==> src/rtl/seq_divider.sv <==
// Sequential 32-bit signed/unsigned divider: one restoring radix-2 step per cycle,
// followed by a single sign-fixup cycle. done is high only while idle.
module seq_divider (
    input  logic        clk,
    input  logic        rst,
    input  logic [1:0]  div_op,
    input  logic [31:0] dividend,
    input  logic [31:0] divisor,
    output logic [63:0] result,
    output logic        done
);

    typedef enum logic [1:0] {
        IDLE = 2'd0,
        BUSY = 2'd1,
        FIX  = 2'd2
    } state_t;

    localparam logic [1:0] OP_SIGNED   = 2'b10;
    localparam logic [1:0] OP_UNSIGNED = 2'b01;

    state_t      state_reg;
    logic [5:0]  cnt_reg;
    logic [32:0] rem_reg;
    logic [31:0] quo_reg;
    logic [31:0] dvsr_reg;
    logic [31:0] dvnd_reg;
    logic        sign_q_reg;
    logic        sign_r_reg;
    logic [63:0] result_reg;
    logic        done_reg;

    logic        accept;
    logic        is_signed;
    logic [31:0] dvnd_mag;
    logic [31:0] dvsr_mag;
    logic [33:0] trial;
    logic        trial_neg;
    logic [32:0] rem_next;
    logic [31:0] quo_next;
    logic [31:0] quo_fix;
    logic [31:0] rem_fix;
    logic        dvsr_zero;

    assign accept    = (div_op == OP_SIGNED) || (div_op == OP_UNSIGNED);
    assign is_signed = (div_op == OP_SIGNED);

    // Operand magnitudes are only meaningful on the accept edge.
    assign dvnd_mag = (is_signed && dividend[31]) ? (~dividend + 32'd1) : dividend;
    assign dvsr_mag = (is_signed && divisor[31])  ? (~divisor + 32'd1)  : divisor;

    // Trial subtract on a widened copy so the borrow lands in the top bit.
    always_comb begin
        trial     = {rem_reg, quo_reg[31]} - {2'b00, dvsr_reg};
        trial_neg = trial[33];
        rem_next  = trial_neg ? {rem_reg[31:0], quo_reg[31]} : trial[32:0];
        quo_next  = {quo_reg[30:0], ~trial_neg};
    end

    assign quo_fix   = sign_q_reg ? (~quo_reg + 32'd1) : quo_reg;
    assign rem_fix   = sign_r_reg ? (~rem_reg[31:0] + 32'd1) : rem_reg[31:0];
    assign dvsr_zero = (dvsr_reg == 32'd0);

    always_ff @(posedge clk) begin
        if (rst) begin
            state_reg  <= IDLE;
            cnt_reg    <= 6'd0;
            rem_reg    <= 33'd0;
            quo_reg    <= 32'd0;
            dvsr_reg   <= 32'd0;
            dvnd_reg   <= 32'd0;
            sign_q_reg <= 1'b0;
            sign_r_reg <= 1'b0;
            result_reg <= 64'd0;
            done_reg   <= 1'b1;
        end else begin
            case (state_reg)
                IDLE: begin
                    if (accept) begin
                        dvnd_reg   <= dividend;
                        dvsr_reg   <= dvsr_mag;
                        quo_reg    <= dvnd_mag;
                        rem_reg    <= 33'd0;
                        cnt_reg    <= 6'd0;
                        sign_q_reg <= is_signed & (dividend[31] ^ divisor[31]);
                        sign_r_reg <= is_signed & dividend[31];
                        done_reg   <= 1'b0;
                        state_reg  <= BUSY;
                    end
                end
                BUSY: begin
                    rem_reg <= rem_next;
                    quo_reg <= quo_next;
                    cnt_reg <= cnt_reg + 6'd1;
                    if (cnt_reg == 6'd31) begin
                        state_reg <= FIX;
                    end
                end
                FIX: begin
                    // Divide-by-zero bypasses sign correction and reports the raw dividend.
                    if (dvsr_zero) begin
                        result_reg <= {dvnd_reg, 32'hFFFF_FFFF};
                    end else begin
                        result_reg <= {rem_fix, quo_fix};
                    end
                    done_reg  <= 1'b1;
                    state_reg <= IDLE;
                end
                default: begin
                    state_reg <= IDLE;
                    done_reg  <= 1'b1;
                end
            endcase
        end
    end

    assign result = result_reg;
    assign done   = done_reg;

endmodule

==> config.mk <==
export PLATFORM = sky130hd
export DESIGN_NAME = seq_divider
export DESIGN_NICKNAME = d
export VERILOG_FILES = /design/src/rtl/seq_divider.sv
export SDC_FILE = /design/constraint.sdc
export NUM_CORES = 1
export LEC_CHECK = 0
export ABC_AREA = 1
export CORE_ASPECT_RATIO = 0.7
export CORE_MARGIN = 2
export CORE_UTILIZATION = 41
export CTS_BUF_LIST = sky130_fd_sc_hd__clkbuf_4
export CTS_CLUSTER_SIZE = 12
export DETAILED_ROUTE_END_ITERATION = 8
export PLACE_DENSITY = 0.58
export SLEW_MARGIN = 25
export SYNTH_ARGS = -nofsm -noshare
export SYNTH_HDL_FRONTEND = slang
export SYNTH_SLANG_ARGS = --single-unit
==> constraint.sdc <==
create_clock -name clk -period 2.25 [get_ports clk]
set_input_delay 0.675 -clock clk [delete_from_list [all_inputs] [get_ports clk]]
set_output_delay 0.675 -clock clk [all_outputs]
set_load 0.03 [all_outputs]
==> results of run 1 <==
worst paths after layout:
path,slack [ns],to,depth (start not counted)
max,-0.06,rem_reg[29],13
min,0.41,quo_reg[4],2
max reg2reg,-0.06,rem_reg[29],13
min reg2reg,0.45,dvnd_reg[14],2
power breakdown:
part	switching, mW	internal (mW)	total [mW]
Sequential	0.486	4.06	4.55
Combinational	11.1	7.44	18.5
Clock	1.64	1.65	3.29
Total	13.2	13.2	26.4
cell families after synthesis:
| kind of cell | synth area share, % |
|---|---|
| and+or+nand+nor | 36.7 |
| xor gates and xnor gates | 4.24 |
| adders and majority gates | 3.37 |
| buffers and inverters | 12.3 |
| DFF | 27.8 |
| AOI/OAI and AO/OA | 15.6 |
placed cells by master (no fill, tap or decap), drive strengths merged, types with 11 or more instances in the layout:
cell / instances
nand2: 595
inv: 362
buf: 322
nor2: 249
nand3: 218
dfxtp: 204
o21ai: 160
a21oi: 136
clkbuf: 79
clkdlybuf4s50: 66
dlygate4sd2: 48
xor2: 47
nand4: 42
ha: 38
nor3: 33
o211ai: 24
xnor2: 24
a22oi: 20
clkdlybuf4s15: 16
nand3b: 13
a31oi: 12
a211oi: 12
o221ai: 11
through the flow:
stage / cells / TNS, ns / worst slack (ns) / instance area (um^2)
6_report: 3264 / -0.618 / -0.0570 / 20000
5_1_grt: 3264 / -3.42 / -0.125 / 20000
4_1_cts: 3254 / -0.0242 / -0.0148 / 19500
3_5_place_dp: 3161 / -32.19 / -0.506 / 18700
3_3_place_gp: 3161 / -28.51 / -0.473 / 18700
2_1_floorplan: 2334 / 0 / 0.207 / 14700
repair_timing:
item                                   in CTS  in global routing
gates cloned                                1                  4
buffers inserted                            4                  5
endpoints found under the hold margin       0                  0
pin swaps                                   7                 17
gates resized for setup                   118                 77
setup endpoints to repair                 111                 46
area by class of cell:
cell class,instances,area [um^2],share of cell area [%]
clock inverter,12,77.6,0.389
inverter,362,1370,6.88
multi-input combinational,1682,9300,46.6
timing repair buffer,455,3960,19.8
antenna,1,2.50,0.0125
tap,472,591,2.96
clock buffer,76,571,2.86
sequential,204,4090,20.5
per-layer routing:
metal	global-route usage, %	share of wire (%)	routed length, um	vias to the layer above
met5	0	0	0	-
met4	5.98	1.5	832	0
met3	6.23	9.4	5150	66
met2	39.3	39	21200	597
met1	44.8	51	27900	7658
li1	-	-	-	8457
==> key figures, run 1 <==
Global routing
  – GR Overflow Total: 0
  – Antenna violations before repair: 1
  – Pin count of the biggest net entering global routing: 65
  – Vias in the first global route: 15600
  – Global-route wire length before repair: 84500 um
  – All-layer global routing usage: 28.6%

Synthesis
  – Post-synth EDFFs: 0
  – Ys async rst share: 0%
  – Synth Instances: 2334
  – Sequential share of the synthesized area: 27.8%
  – Synth Register Bits: 204
  – Prevailing post-synth register cell: dfxtp_1
  – Synthesized area: 0.0147 mm^2
  – Synthesis Warnings: 0
  – Syn_nets: 2441
  – Count leader, synth: nand2_1
  – Yosys top cell by area: dfxtp_1
  – Ranking of synthesized cells by area: dfxtp_1 (28%), nand2_1 (15%), inv_1 (8.3%)
  – Post-synth cell types: 57
  – Yosys top cell area share: 27.8%
  – Syn avg cell area: 6.29 um^2
  – Post-synth top cells: nand2_1 (576), inv_1 (325), nor2_1 (232)

Timing
  – # setup viols final: 26
  – Slew HR: 51.3%
  – Final Max Slew Viols: 0
  – Post-route worst setup slack: -0.0570 ns
  – Final Hold Viols: 0
  – Clk_skew: 0.0611 ns
  – Max Fclk: 433 MHz
  – Final hold slack: 0.411 ns
  – Final min period: 2.31 ns
  – Unrepaired setup endpoints after global routing: true
  – Worst-Margin Slew: 0.724 ns
  – Period utilization: 103%

Placement
  – Dpl hpwl: 43100 um
  – # port buffers: 132
  – Routability congestion estimate: 0.968

Final layout
  – Area Overhead vs Synth: 36.0%
  – Final Core Density: 57.0%
  – Fillers: 3490
  – Max reg flops: 64
  – Final net count: 2866
  – Share of post-route cells with drive strength above 1: 22.8%

Critical path
  – Buf/Inv on CP: 3
  – Max FO, Critical Path: 6
  – Max incr delay on CP: 0.38 ns
  – Worst path required time: 2.88 ns
  – Most common cell on crit path: nand2_8
  – CP arrival: 2.93 ns
  – CP Launch Type: register
  – Setup CP Type: register to register
  – Worst setup startpoint: dvsr_reg[31]
  – Critical path capture point type: register
  – Critical path's slowest cell: ha_4
  – Top delay family on crit path: simple AND/OR/NAND/NOR gates
  – Worst r2r src: dvsr_reg[31]
  – CP Cell Sequence: clkinvlp_4, ha_4, inv_4, nor3_4, nand2_2, nor2_4, nand2_8, nand2_8, nand2_8, buf_6, nand3_4, nand3_4, nand2_2

Clock network
  – Clock sinks: 204
  – CTS Root Cell: clkbuf_4
  – TritonCTS clock tree: done
  – TritonCTS Buffers: 54
  – Max Buffers Root-to-Sink: 3
  – Worst-Skew Late Latency: 0.74 ns
  – CTS clock-pin slew for the worst setup and hold paths: 0.07 ns
  – Hold Buf Count CTS: 0
  – Max H-tree Level: 2

Power
  – Final Power: 26.4 mW
  – Pleak: 9.94 nW
  – Power Density: 1320 mW/mm^2
  – Worst VDD drop: 0.742 mV

Routing
  – Antenna-violating nets left: 0
  – Drt total wl: 55100 um
  – Number of DRC markers in iteration 0: 1576
  – Drt first pass iters: 6
  – WL/cell: 16.9 um
  – DRC Markers: 0
  – Vias per inst: 5.14
  – Vias: 16800

Floorplanning
  – Core Box Area: 0.0350 mm^2
  – Die area: 0.0374 mm^2
  – Initial Util: 41.9%
  – Num rows: 57
  – Ports: 133
  – DIE HEIGHT: 162 um
  – DIE WIDTH: 230 um

Min path
  – Worst hold path class: input pin to register
  – Beginning of the worst hold path: rst

Run
  – Max-cap violations: 0

Run status
  – Failing checks: setup timing
  – Status: finished, violations left
Note: power is estimated with default switching activity, not from simulation.
==> inputs of run 2 (changes only) <==
--- a/config.mk
+++ b/config.mk
@@ -12,7 +12,8 @@
 export CTS_BUF_LIST = sky130_fd_sc_hd__clkbuf_4
 export CTS_CLUSTER_SIZE = 12
 export DETAILED_ROUTE_END_ITERATION = 8
-export PLACE_DENSITY = 0.58
+export PLACE_DENSITY = 0.69
+export SKIP_LAST_GASP = 1
 export SLEW_MARGIN = 25
 export SYNTH_ARGS = -nofsm -noshare
 export SYNTH_HDL_FRONTEND = slang
==> key figures, run 2 (synthesis gave the netlist of run 1 again) <==
Run status
  – Status: completed

Timing
  – Clk_skew: 0.0511 ns (-0.00996 ns)
  – Fin Setup TNS: 0 ns (+0.618 ns)
  – Period utilization: 98.1% (-4.4 points)
  – # setup viols final: 0 (-100%)
  – Final hold slack: 0.342 ns (-0.0687 ns)
  – Final Hold Viols: 0 (unchanged)
  – Final min period: 2.21 ns (-0.0994 ns)
  – Worst-Margin Slew: 0.687 ns (-0.0378 ns)
  – Max Fclk: 453 MHz (+4.5%)
  – Slew HR: 53.8% (+2.5 points)
  – Final Max Slew Viols: 0 (unchanged)
  – Unrepaired setup endpoints after global routing: true

Floorplanning
  – Ports: 133 (unchanged)
  – DIE HEIGHT: 162 um (unchanged)
  – Initial Util: 41.9% (unchanged)
  – DIE WIDTH: 230 um (unchanged)
  – Core Box Area: 0.0350 mm^2 (unchanged)
  – Num rows: 57 (unchanged)
  – Die area: 0.0374 mm^2 (unchanged)

Critical path
  – Buf/Inv on CP: 4 (+1)
  – Max FO, Critical Path: 6 (unchanged)
  – Top delay family on crit path: simple AND/OR/NAND/NOR gates
  – Worst path required time: 2.83 ns (-0.05 ns)
  – R2R Setup Slk: 0.04 ns (+0.10 ns)
  – Critical path capture point type: register
  – Critical path's slowest cell: dfxtp_1
  – Setup CP Type: register to register
  – CP Cell Sequence: inv_2, ha_4, nand2_2, nor2_2, inv_2, nor2_2, inv_2, nor2_4, nand2_8, nand2_8, nand2_8, buf_4, nand3_2, o211ai_1
  – CP arrival: 2.79 ns (-0.14 ns)
  – Max incr delay on CP: 0.34 ns (-0.04 ns)
  – CP Launch Type: register

Power
  – Pleak: 9.97 nW (+0.34%)
  – Worst VDD drop: 0.932 mV (+26%)
  – Power Density: 1330 mW/mm^2 (+0.97%)

Routing
  – Drt total wl: 54500 um (-1.1%)
  – Antenna-violating nets left: 0 (unchanged)
  – DR top layer: met4
  – Drt first pass iters: 7 (+1)
  – Vias: 17100 (+2.0%)
  – DR WL met2: 21400 um (+1.0%)
  – WL/cell: 16.7 um (-1.1%)
  – Length of routed met3 wiring: 5820 um (+13%)
  – DRC Markers: 0 (unchanged)
  – M1 wire length: 26300 um (-5.5%)
  – Number of DRC markers in iteration 0: 1863 (+18%)
  – Vias per inst: 5.24 (+2.0%)

Placement
  – Dpl hpwl: 42300 um (-1.9%)
  – Post-place instance area: 0.0186 mm^2 (-0.43%)
  – Routability congestion estimate: 0.991 (+2.3%)
  – Dpl cells: 3152 (-0.28%)
  – # port buffers: 132 (unchanged)

Clock network
  – TritonCTS clock tree: done
  – Worst-Skew Late Latency: 0.73 ns (about the same)
  – CTS clock-pin slew for the worst setup and hold paths: 0.07 ns (about the same)
  – Hold Buf Count CTS: 0 (unchanged)
  – Clock sinks: 204 (unchanged)
  – Max Buffers Root-to-Sink: 3 (unchanged)
  – Max H-tree Level: 2 (unchanged)
  – TritonCTS Buffers: 53 (-1.9%)
  – CTS Root Cell: clkbuf_4

Final layout
  – Final net count: 2858 (-0.28%)
  – Post-route cell area: 0.0201 mm^2 (+0.53%)
  – Share of post-route cells with drive strength above 1: 24.1% (+1.3 points)
  – Fillers: 3335 (-4.4%)
  – FF/Latch Area: 0.00411 mm^2 (+0.52%)
  – Commonest cells after routing, fill and taps aside: nand2_1 (546), inv_1 (298), buf_4 (292), nor2_1 (222), dfxtp_1 (183)
  – Max reg flops: 64 (unchanged)
  – Final Core Density: 57.3% (+0.30 points)
  – Area Overhead vs Synth: 36.7%
  – Final Non-Filler Cells: 3265 (+0.031%)
  – Commonest non-fill, non-tap cell in the layout: nand2_1
  – Multi-input combinational cell area: 0.00940 mm^2 (+1.0%)

Min path
  – Worst hold path class: input pin to register

Global routing
  – Antenna violations before repair: 1 (unchanged)
  – All-layer global routing usage: 27.9% (-0.73 points)
  – Global-route wire length before repair: 83000 um (-1.8%)
  – Pin count of the biggest net entering global routing: 60 (-7.7%)
  – Vias in the first global route: 15700 (+0.35%)
  – GR Overflow Total: 0 (unchanged)

Run
  – Max-cap violations: 0 (unchanged)
-- run 2: changes by cell type in the layout (fill, tap and decap cells not counted), moves of 5 or more --
cell,delta
dfxtp_2,+17
inv_2,+8
ha_4,+5
clkinv_1,+6
nand3_1,+5
nor2_1,-6
dfxtp_1,-17
inv_1,-9
nand2_1,-6
-- run 2: timing repair --
action,CTS,global route
hold endpoints to repair,0,0
pin swaps,0,24
buffers inserted,0,11
resized for setup,92,149
endpoints found under the setup margin,108,56
gates cloned,0,5
-- run 2: worst paths after layout --
path,start,end,cells past startpoint
hold reg to reg,dvnd_reg[24],dvnd_reg[24],2
setup reg to reg,dvsr_reg[20],quo_reg[0],14
setup / recovery,dvsr_reg[20],quo_reg[0],14
hold / removal,rst,quo_reg[2],2
-- run 2: layout make-up --
class	instances	area share [%]
repair buffers	448	19.3
flip-flops and latches	204	20.5
well taps	472	2.94
inverters	362	6.84
clock inverters	20	0.779
clock buffers	76	2.84
diodes	1	0.0125
multi-input cells	1682	46.8
-- run 2: power breakdown --
group / switching [mW] / internal [mW] / total (mW)
registers: 0.501 / 4.08 / 4.58
clock network: 1.68 / 1.90 / 3.58
logic: 11.1 / 7.52 / 18.6
total: 13.3 / 13.5 / 26.8
-- run 2: through the flow --
stage                     power, mW  setup slack (ns)
after CTS                      24.5           -0.0708
after detailed placement       20.7            -0.618
after global routing           28.7           -0.0220
final                          26.8            0.0424
after floorplan                15.0             0.207
after global placement         20.5            -0.602
-- run 2: routing by layer --
layer	global-route usage, %	vias up
met2	38.9	750
met3	7.08	67
li1	-	8464
met5	0	-
met1	42.4	7838
met4	6.28	0
-- run 2: worst reg2reg max path, delay by kind of cell, from the launching register on --
| kind | cells | cell delay (ns) |
|---|---|---|
| and+or+nand+nor | 8 | 0.93 |
| DFF | 1 | 0.34 |
| adders and majority gates | 1 | 0.30 |
| AOI/OAI and AO/OA | 1 | 0.13 |
| buffers and inverters | 4 | 0.40 |
